File: config.mk
export PLATFORM = sky130hd
export DESIGN_NAME = mips_mem_arbiter
export DESIGN_NICKNAME = d
export VERILOG_FILES = /design/src/rtl/mips_mem_pkg.sv /design/src/rtl/mips_mem_arbiter.sv
export SDC_FILE = /design/constraint.sdc
export NUM_CORES = 1
export LEC_CHECK = 0
export CAP_MARGIN = 10
export CORE_UTILIZATION = 38
export DETAILED_ROUTE_END_ITERATION = 8
export PLACE_DENSITY = 0.78
export SLEW_MARGIN = 20
export SYNTH_ARGS = -nofsm -noshare
export SYNTH_HDL_FRONTEND = slang
export SYNTH_SLANG_ARGS = --single-unit
File: constraint.sdc
create_clock -name clk -period 1.8 [get_ports clk]
set_clock_uncertainty 0.15 [all_clocks]
set_input_delay 0.27 -clock clk [delete_from_list [all_inputs] [get_ports clk]]
set_output_delay 0.27 -clock clk [all_outputs]
set_load 0.01 [all_outputs]
File: src/rtl/mips_mem_pkg.sv
// Shared types and default widths for the MIPS_32 single-port memory arbiter.
package mips_mem_pkg;

  typedef enum logic [1:0] {IDLE = 2'd0, ACCESS = 2'd1, WAIT = 2'd2} state_t;

  typedef enum logic [1:0] {NONE = 2'd0, FETCH = 2'd1, DATA = 2'd2} owner_t;

  localparam int DEF_ADDR_W = 10;
  localparam int DEF_DATA_W = 32;

endpackage

File: src/rtl/mips_mem_arbiter.sv
// Single-port RAM arbiter between IF (fetch) and MEM (load/store) stages.
// One access in flight; data beats fetch unless fetch has lost MAX_WAIT times in a row.
module mips_mem_arbiter
  import mips_mem_pkg::*;
#(
  parameter int ADDR_W   = DEF_ADDR_W,
  parameter int DATA_W   = DEF_DATA_W,
  parameter int RAM_LAT  = 1,
  parameter int MAX_WAIT = 4
) (
  input  logic              clk,
  input  logic              reset,
  input  logic              if_req,
  input  logic [ADDR_W-1:0] if_addr,
  output logic              if_gnt,
  output logic              if_rvalid,
  output logic [DATA_W-1:0] if_rdata,
  input  logic              if_flush,
  input  logic              dm_req,
  input  logic              dm_we,
  input  logic [ADDR_W-1:0] dm_addr,
  input  logic [DATA_W-1:0] dm_wdata,
  output logic              dm_gnt,
  output logic              dm_rvalid,
  output logic [DATA_W-1:0] dm_rdata,
  input  logic              halt,
  output logic              mem_en,
  output logic              mem_we,
  output logic [ADDR_W-1:0] mem_addr,
  output logic [DATA_W-1:0] mem_wdata,
  input  logic [DATA_W-1:0] mem_rdata,
  output logic              busy
);

  localparam logic [2:0] LAT_INIT   = 3'(RAM_LAT - 1);
  localparam logic [3:0] MAX_WAIT_C = 4'(MAX_WAIT);

  state_t            state_r, state_s;
  owner_t            owner_r, owner_s;
  logic [3:0]        wait_cnt_r, wait_cnt_s;
  logic [2:0]        lat_cnt_r, lat_cnt_s;
  logic              flushed_r, flushed_s;
  logic              if_gnt_s, dm_gnt_s, if_rvalid_s, dm_rvalid_s;
  logic              mem_en_s, mem_we_s;
  logic [ADDR_W-1:0] mem_addr_s;
  logic [DATA_W-1:0] mem_wdata_s, if_rdata_s, dm_rdata_s;

  // Next-state, arbitration and next-output logic.
  always_comb begin
    state_s     = state_r;
    owner_s     = owner_r;
    wait_cnt_s  = wait_cnt_r;
    lat_cnt_s   = lat_cnt_r;
    flushed_s   = flushed_r;
    if_gnt_s    = 1'b0;
    dm_gnt_s    = 1'b0;
    if_rvalid_s = 1'b0;
    dm_rvalid_s = 1'b0;
    mem_en_s    = 1'b0;
    mem_we_s    = 1'b0;
    mem_addr_s  = mem_addr;
    mem_wdata_s = mem_wdata;
    if_rdata_s  = if_rdata;
    dm_rdata_s  = dm_rdata;

    case (state_r)
      IDLE: begin
        if (halt) begin
          state_s = IDLE;
        end else if ((if_req && (wait_cnt_r == MAX_WAIT_C)) || (if_req && !dm_req)) begin
          state_s    = ACCESS;
          owner_s    = FETCH;
          if_gnt_s   = 1'b1;
          mem_en_s   = 1'b1;
          mem_addr_s = if_addr;
          wait_cnt_s = 4'd0;
          flushed_s  = 1'b0;
        end else if (dm_req) begin
          state_s     = ACCESS;
          owner_s     = DATA;
          dm_gnt_s    = 1'b1;
          mem_en_s    = 1'b1;
          mem_we_s    = dm_we;
          mem_addr_s  = dm_addr;
          mem_wdata_s = dm_wdata;
          flushed_s   = 1'b0;
          // A fetch that lost this arbitration moves closer to its forced win.
          if (if_req && (wait_cnt_r < MAX_WAIT_C)) begin
            wait_cnt_s = wait_cnt_r + 4'd1;
          end else begin
            wait_cnt_s = wait_cnt_r;
          end
        end else begin
          state_s = IDLE;
        end
      end

      ACCESS: begin
        flushed_s = flushed_r | ((owner_r == FETCH) & if_flush);
        if ((owner_r == DATA) && mem_we) begin
          state_s = IDLE;
          owner_s = NONE;
        end else begin
          state_s   = WAIT;
          lat_cnt_s = LAT_INIT;
        end
      end

      WAIT: begin
        flushed_s = flushed_r | ((owner_r == FETCH) & if_flush);
        if (lat_cnt_r == 3'd0) begin
          state_s = IDLE;
          owner_s = NONE;
          if (owner_r == FETCH) begin
            if (!(flushed_r || if_flush)) begin
              if_rvalid_s = 1'b1;
              if_rdata_s  = mem_rdata;
            end else begin
              if_rvalid_s = 1'b0;
            end
          end else if (owner_r == DATA) begin
            dm_rvalid_s = 1'b1;
            dm_rdata_s  = mem_rdata;
          end else begin
            dm_rvalid_s = 1'b0;
          end
        end else begin
          lat_cnt_s = lat_cnt_r - 3'd1;
        end
      end

      default: begin
        state_s = IDLE;
        owner_s = NONE;
      end
    endcase
  end

  // State, counters and registered outputs with synchronous reset.
  always_ff @(posedge clk) begin
    if (reset) begin
      state_r    <= IDLE;
      owner_r    <= NONE;
      wait_cnt_r <= 4'd0;
      lat_cnt_r  <= 3'd0;
      flushed_r  <= 1'b0;
      if_gnt     <= 1'b0;
      dm_gnt     <= 1'b0;
      if_rvalid  <= 1'b0;
      dm_rvalid  <= 1'b0;
      mem_en     <= 1'b0;
      mem_we     <= 1'b0;
      mem_addr   <= {ADDR_W{1'b0}};
      mem_wdata  <= {DATA_W{1'b0}};
      if_rdata   <= {DATA_W{1'b0}};
      dm_rdata   <= {DATA_W{1'b0}};
      busy       <= 1'b0;
    end else begin
      state_r    <= state_s;
      owner_r    <= owner_s;
      wait_cnt_r <= wait_cnt_s;
      lat_cnt_r  <= lat_cnt_s;
      flushed_r  <= flushed_s;
      if_gnt     <= if_gnt_s;
      dm_gnt     <= dm_gnt_s;
      if_rvalid  <= if_rvalid_s;
      dm_rvalid  <= dm_rvalid_s;
      mem_en     <= mem_en_s;
      mem_we     <= mem_we_s;
      mem_addr   <= mem_addr_s;
      mem_wdata  <= mem_wdata_s;
      if_rdata   <= if_rdata_s;
      dm_rdata   <= dm_rdata_s;
      busy       <= (state_s != IDLE);
    end
  end

endmodule
# After elaboration in Yosys (flattened, before gate mapping)
# Index checks and enable logic that the tools add are counted.
[word_totals] elab_cells=97 ramBits=0 rom_bits=0 memories=0 reg_bits=125 inputBits=91 latch_bits=0 output_inout_bits=113
[op_classes] n_addsub=2 n_shift=0 n_eq_ne=11 reduce_logical=28 order_cmp=1 mul=0 n_bitwise=10 mux=29 n_div=0
[op_table] op="10-bit 2-to-1 mux" n=2
[op_table] op="4-bit AND reduction" n=5
[op_table] op="2-bit 2-to-1 mux" n=7
[op_table] op="4-bit 2-to-1 mux" n=3
[op_table] op="2-bit one-hot mux with 3 select lines" n=2
[op_table] op="4-bit OR reduction" n=3
[op_table] op="1-bit 2-to-1 mux" n=11
[op_table] op="2-bit inequality test (second input constant)" n=5
[op_table] op="2-bit nonzero test" n=5
[op_table] op="3-bit AND reduction" n=3
[op_table] op="1-bit NOT" n=8
[op_table] op="3-bit 2-to-1 mux" n=2
[op_table] op="3-bit one-hot mux with 2 select lines" n=1
[op_table] op="5-bit OR reduction" n=1
[op_table] op="4-bit by 1-bit adder with 4-bit output (second input constant)" n=1
[op_table] op="2-bit by 1-bit equality test with 1-bit output (second input constant)" n=2
[op_table] op="2-bit equality test (second input constant)" n=2
[op_table] op="4-bit by 3-bit equality test with 1-bit output (second input constant)" n=1
[op_table] op="1-bit logical AND" n=4
[op_table] op="4-bit by 3-bit less-than comparator with 1-bit output (second input constant)" n=1
[op_table] op="3-bit zero test" n=1
[op_table] op="3-bit inequality test (second input constant)" n=1
[op_table] op="3-bit OR reduction" n=1
[op_table] op="3-bit by 1-bit subtractor with 3-bit output (second input constant)" n=1
[op_table] op="other kinds (7)" n=8

# Logic depth before layout (Yosys ltp)
# Gate-level depths: netlist of run 1.
[logic_depth] ltp_word=7 depth_mapped=9 mapped_depth_nobuf=7

# Worst setup path before layout of run 1
# Ideal clock, no wire load.
[synth_path] path_kind="register -> register" startpoint="register lat_cnt_r[0]" endpoint="register if_rdata[17]" period_less_slack_ns=1.955 n_path_buf=2 arrival_time_ns=1.673 slack_ns=-0.155 setup_time_ns=0.132 path_stages_with_launch=10 t_required_ns=1.518 path_cell_list="dfxtp_1 -> inv_1 -> ha_1 -> ha_1 -> nand2_1 -> or4b_1 -> clkbuf_1 -> buf_4 -> nand2_1 -> a21oi_1"
[synth_between] elab_chain_cells=2
[synth_rtl] item="start, declared" line="mips_mem_arbiter.sv:41" text="logic [2:0] lat_cnt_r, lat_cnt_s;"
[synth_rtl] item="start signal, assigned" line="mips_mem_arbiter.sv:162" text="lat_cnt_r <= lat_cnt_s;"
[synth_rtl] item="3-bit zero test" line="mips_mem_arbiter.sv:111" text="if (lat_cnt_r == 3'd0) begin"
[synth_rtl] item="4-bit AND reduction (no source line)"
[synth_rtl] item="end signal, assigned" line="mips_mem_arbiter.sv:155" text="if_rdata <= {DATA_W{1'b0}};"
[synth_rtl] item="end signal, assigned" line="mips_mem_arbiter.sv:172" text="if_rdata <= if_rdata_s;"
[synth_rtl] item="end, declared" line="mips_mem_arbiter.sv:17" text="output logic [DATA_W-1:0] if_rdata,"
# Every way passes these cells.
# A chain may end at the register's enable or synchronous reset.

# Worst setup path after layout of run 1
[layout_path] startpoint="register lat_cnt_r[0]" endpoint="register if_rdata[5]"
# Same word-level chain as after synthesis.

==> results of run 1 <==
registers in the layout, summed over array words and instances, names as in the netlist:
name        count
if_gnt          1
busy            1
dm_gnt          1
owner_r         2
mem_we          1
dm_rvalid       1
lat_cnt_r       3
if_rdata       32
wait_cnt_r      4
state_r         2
mem_en          1
flushed_r       1
mem_addr       10
if_rvalid       1
mem_wdata      32
dm_rdata       32
repair_timing:
action / 4_1_cts / 5_1_grt
endpoints found under the setup margin: 33 / 88
gates cloned: 2 / 6
setup buffers: 2 / 6
resized for setup: 18 / 51
pin swaps: 17 / 13
per-stage QoR:
step	utilization	setup slack [ps]	instance area, um2
final	0.690	-117	8050
after floorplan	-	-54.9	4680
after global routing	0.690	-168	8050
after global placement	0.605	-89.9	7050
after CTS	0.662	-97.3	7720
after detailed placement	0.605	-140	7050
where the power goes:
part	leakage [nW]	total [mW]	internal [mW]	switching [mW]
sequential	1.02	2.89	2.85	0.0395
clock	0.271	3.15	1.95	1.20
combinational	1.68	0.785	0.450	0.335
total	2.97	6.82	5.25	1.57
cell families after synthesis:
logic type                 Yosys count  share of synthesized area
and+or+nand+nor                    272                      0.251
DFF                                125                      0.540
AOI/OAI and AO/OA                  117                      0.131
buffers and inverters               49                     0.0451
adders and majority gates            8                     0.0216
muxes                                5                     0.0111
worst max-delay path by stage:
stage / endpoint / slack [ps]
floorplan: if_rdata[17] / -50
global placement: wait_cnt_r[2] / -90
detailed placement: mem_addr[2] / -140
CTS: if_rdata[15] / -100
global route: if_rdata[25] / -170
finish: if_rdata[5] / -120
per-layer routing:
layer / share of wire / global-route usage / vias to the layer above
met4: 0.029 / 0.0987 / 0
met1: 0.38 / 0.250 / 2346
met5: 0 / 0 / -
met2: 0.51 / 0.392 / 243
met3: 0.083 / 0.0778 / 35
li1: - / - / 2374
tightest hold or removal path: stages:
cell	delay (ps)
buf_4	100
or4b_2	110
mux2i_1	50
final cells by class:
cell class	instances	area [um2]	area share
clock buffers	20	457	0.0567
well taps	143	179	0.0222
clock inverters	12	96.3	0.0120
flip-flops and latches	125	2510	0.311
inverters	11	41.3	0.00513
multi-input cells	402	2150	0.267
repair buffers	253	2620	0.326
Yosys cell counts, drive strengths merged (2+ instances only):
cell / n
mux2i: 4
nor3b: 2
a21boi: 2
nor3: 21
ha: 8
o21ai: 5
clkbuf: 23
nor2b: 4
o31ai: 2
inv: 11
a211oi: 2
nand2: 200
nand4b: 3
nand3b: 2
nand3: 2
a21oi: 102
nor4: 10
nand2b: 4
a31oi: 2
nor2: 15
buf: 15
or3: 2
or4b: 2
dfxtp: 125
==> qor.yml, run 1 <==
critPathBufInv: 2
cp.depth: 8
maxSlewViolCount: 0
grt_max_degree: 75
postRouteAntennaNets: 0
viasPerCell: 5.17
num-fill-cells: 873
maxCapViolations: 0
avgSynthCellArea_um2: 8.05
wire_per_inst_um: 15.8
tightest_slew_ps: 305
power_density_mw_per_mm2: 847
num_rows: 39
dp_cells: 918
h-tree-depth: 4
antenna_found_initial: 0
fp.dieH_um: 112
drive_above_1_share: 0.163
grt_pass1_wl_um: 22400
crit_type: "reg -> reg"
synthArstFlopShare: 0
rr_startpoint: "lat_cnt_r[0]"
netlist_area_mm2: 0.00464
run_status: "finished, violations left"
maxSlewHeadroom: 0.795
r2r_cells: 8
crit_fanout: 17
dp_hpwl_um: 9240
layout_common_cells: "clkdlybuf4s50_1 (196), nand2_1 (181), dfxtp_1 (121)"
gp_congestion: 0.774
ys_warn_count: 0
drt_iter0_markers: 398
path_cells: "inv_2 -> ha_4 -> ha_4 -> nand2_4 -> or4b_4 -> buf_12 -> nand2_1 -> a21oi_1"
area_growth_pct: 73.7
core_area_mm2: 0.0117
cp.required_ps: 1940
path_delay_family: "simple AND/OR/NAND/NOR gates"
max_clock_freq_mhz: 522
fin_cells: 966
cts_tree: "yes"
power.total_mw: 6.82
antenna_cells: 0
synth_edf_count: 0
violations: "negative setup slack"
worst-r2r-setup-slack_ps: -120
crit_top_cell: "ha_4"
drc_errors: 0
grt_pass1_vias: 4753
holdCritStartpoint: "reset"
fin_tns_setup_ps: -2300
cts_made_buffers: 17
clockRootBuffer: "clkbuf_16"
timing.hold.ws_ps: 19.0
setup_viol: 32
clk_pin_slew_ps: 50
synth_fp_nets: 675
nNetsFinal: 909
synth-main-ff-cell: "dfxtp_1"
totalWireLength_um: 15200
clock_latency_ps: 410
synth_cells: 576
min_period_over_period: 1.06
vias: 4998
clock_path_buffers: 2
io_pins: 204
yosysUniqueCellTypes: 36
hold_path_depth: 3
firstDrtPassIters: 5
fp.dieW_um: 112
dieArea_mm2: 0.0126
start_util: 0.398
hold_class: "in -> reg"
yosys.area.top_type: "dfxtp_1"
p_leak_nw: 2.97
worst_path_max_delay_cell: "or4b_4"
cpPeakStageDelay_ps: 570
hold_buffers: 0
mostFrequentLayoutCell: "clkdlybuf4s50_1"
ir_worst_vdd_uv: 500
grt_overflow_total: 0
clock-sinks: 125
cp.arrival_ps: 2050
io_buffers: 203
cp-startpoint: "lat_cnt_r[0]"
hold_end: "wait_cnt_r[2]"
netlist.area_leader.share: 0.540
seq_area_frac_synth: 0.540
ys_ff_latch: 125
synth_area_leaders: "dfxtp_1 (54%), nand2_1 (16%), a21oi_1 (11%)"
endpoint_kind: "flip-flop"
finalCriticalPeriod_ps: 1920
critPathLaunchType: "flip-flop"
grt_util_all_layers: 0.226
hold_viol: 0
rsz0062_at_grt: "yes"
setup_ws_ps: -117
r2r-end: "if_rdata[5]"
No activity file was read; power rests on OpenSTA's default activity.
==> run 2: changes to the inputs <==
Settings changed: GPL_ROUTABILITY_DRIVEN set to 0.
==> results of run 2 <==
Final layout, timing and power as in run 1 (identical DEF).
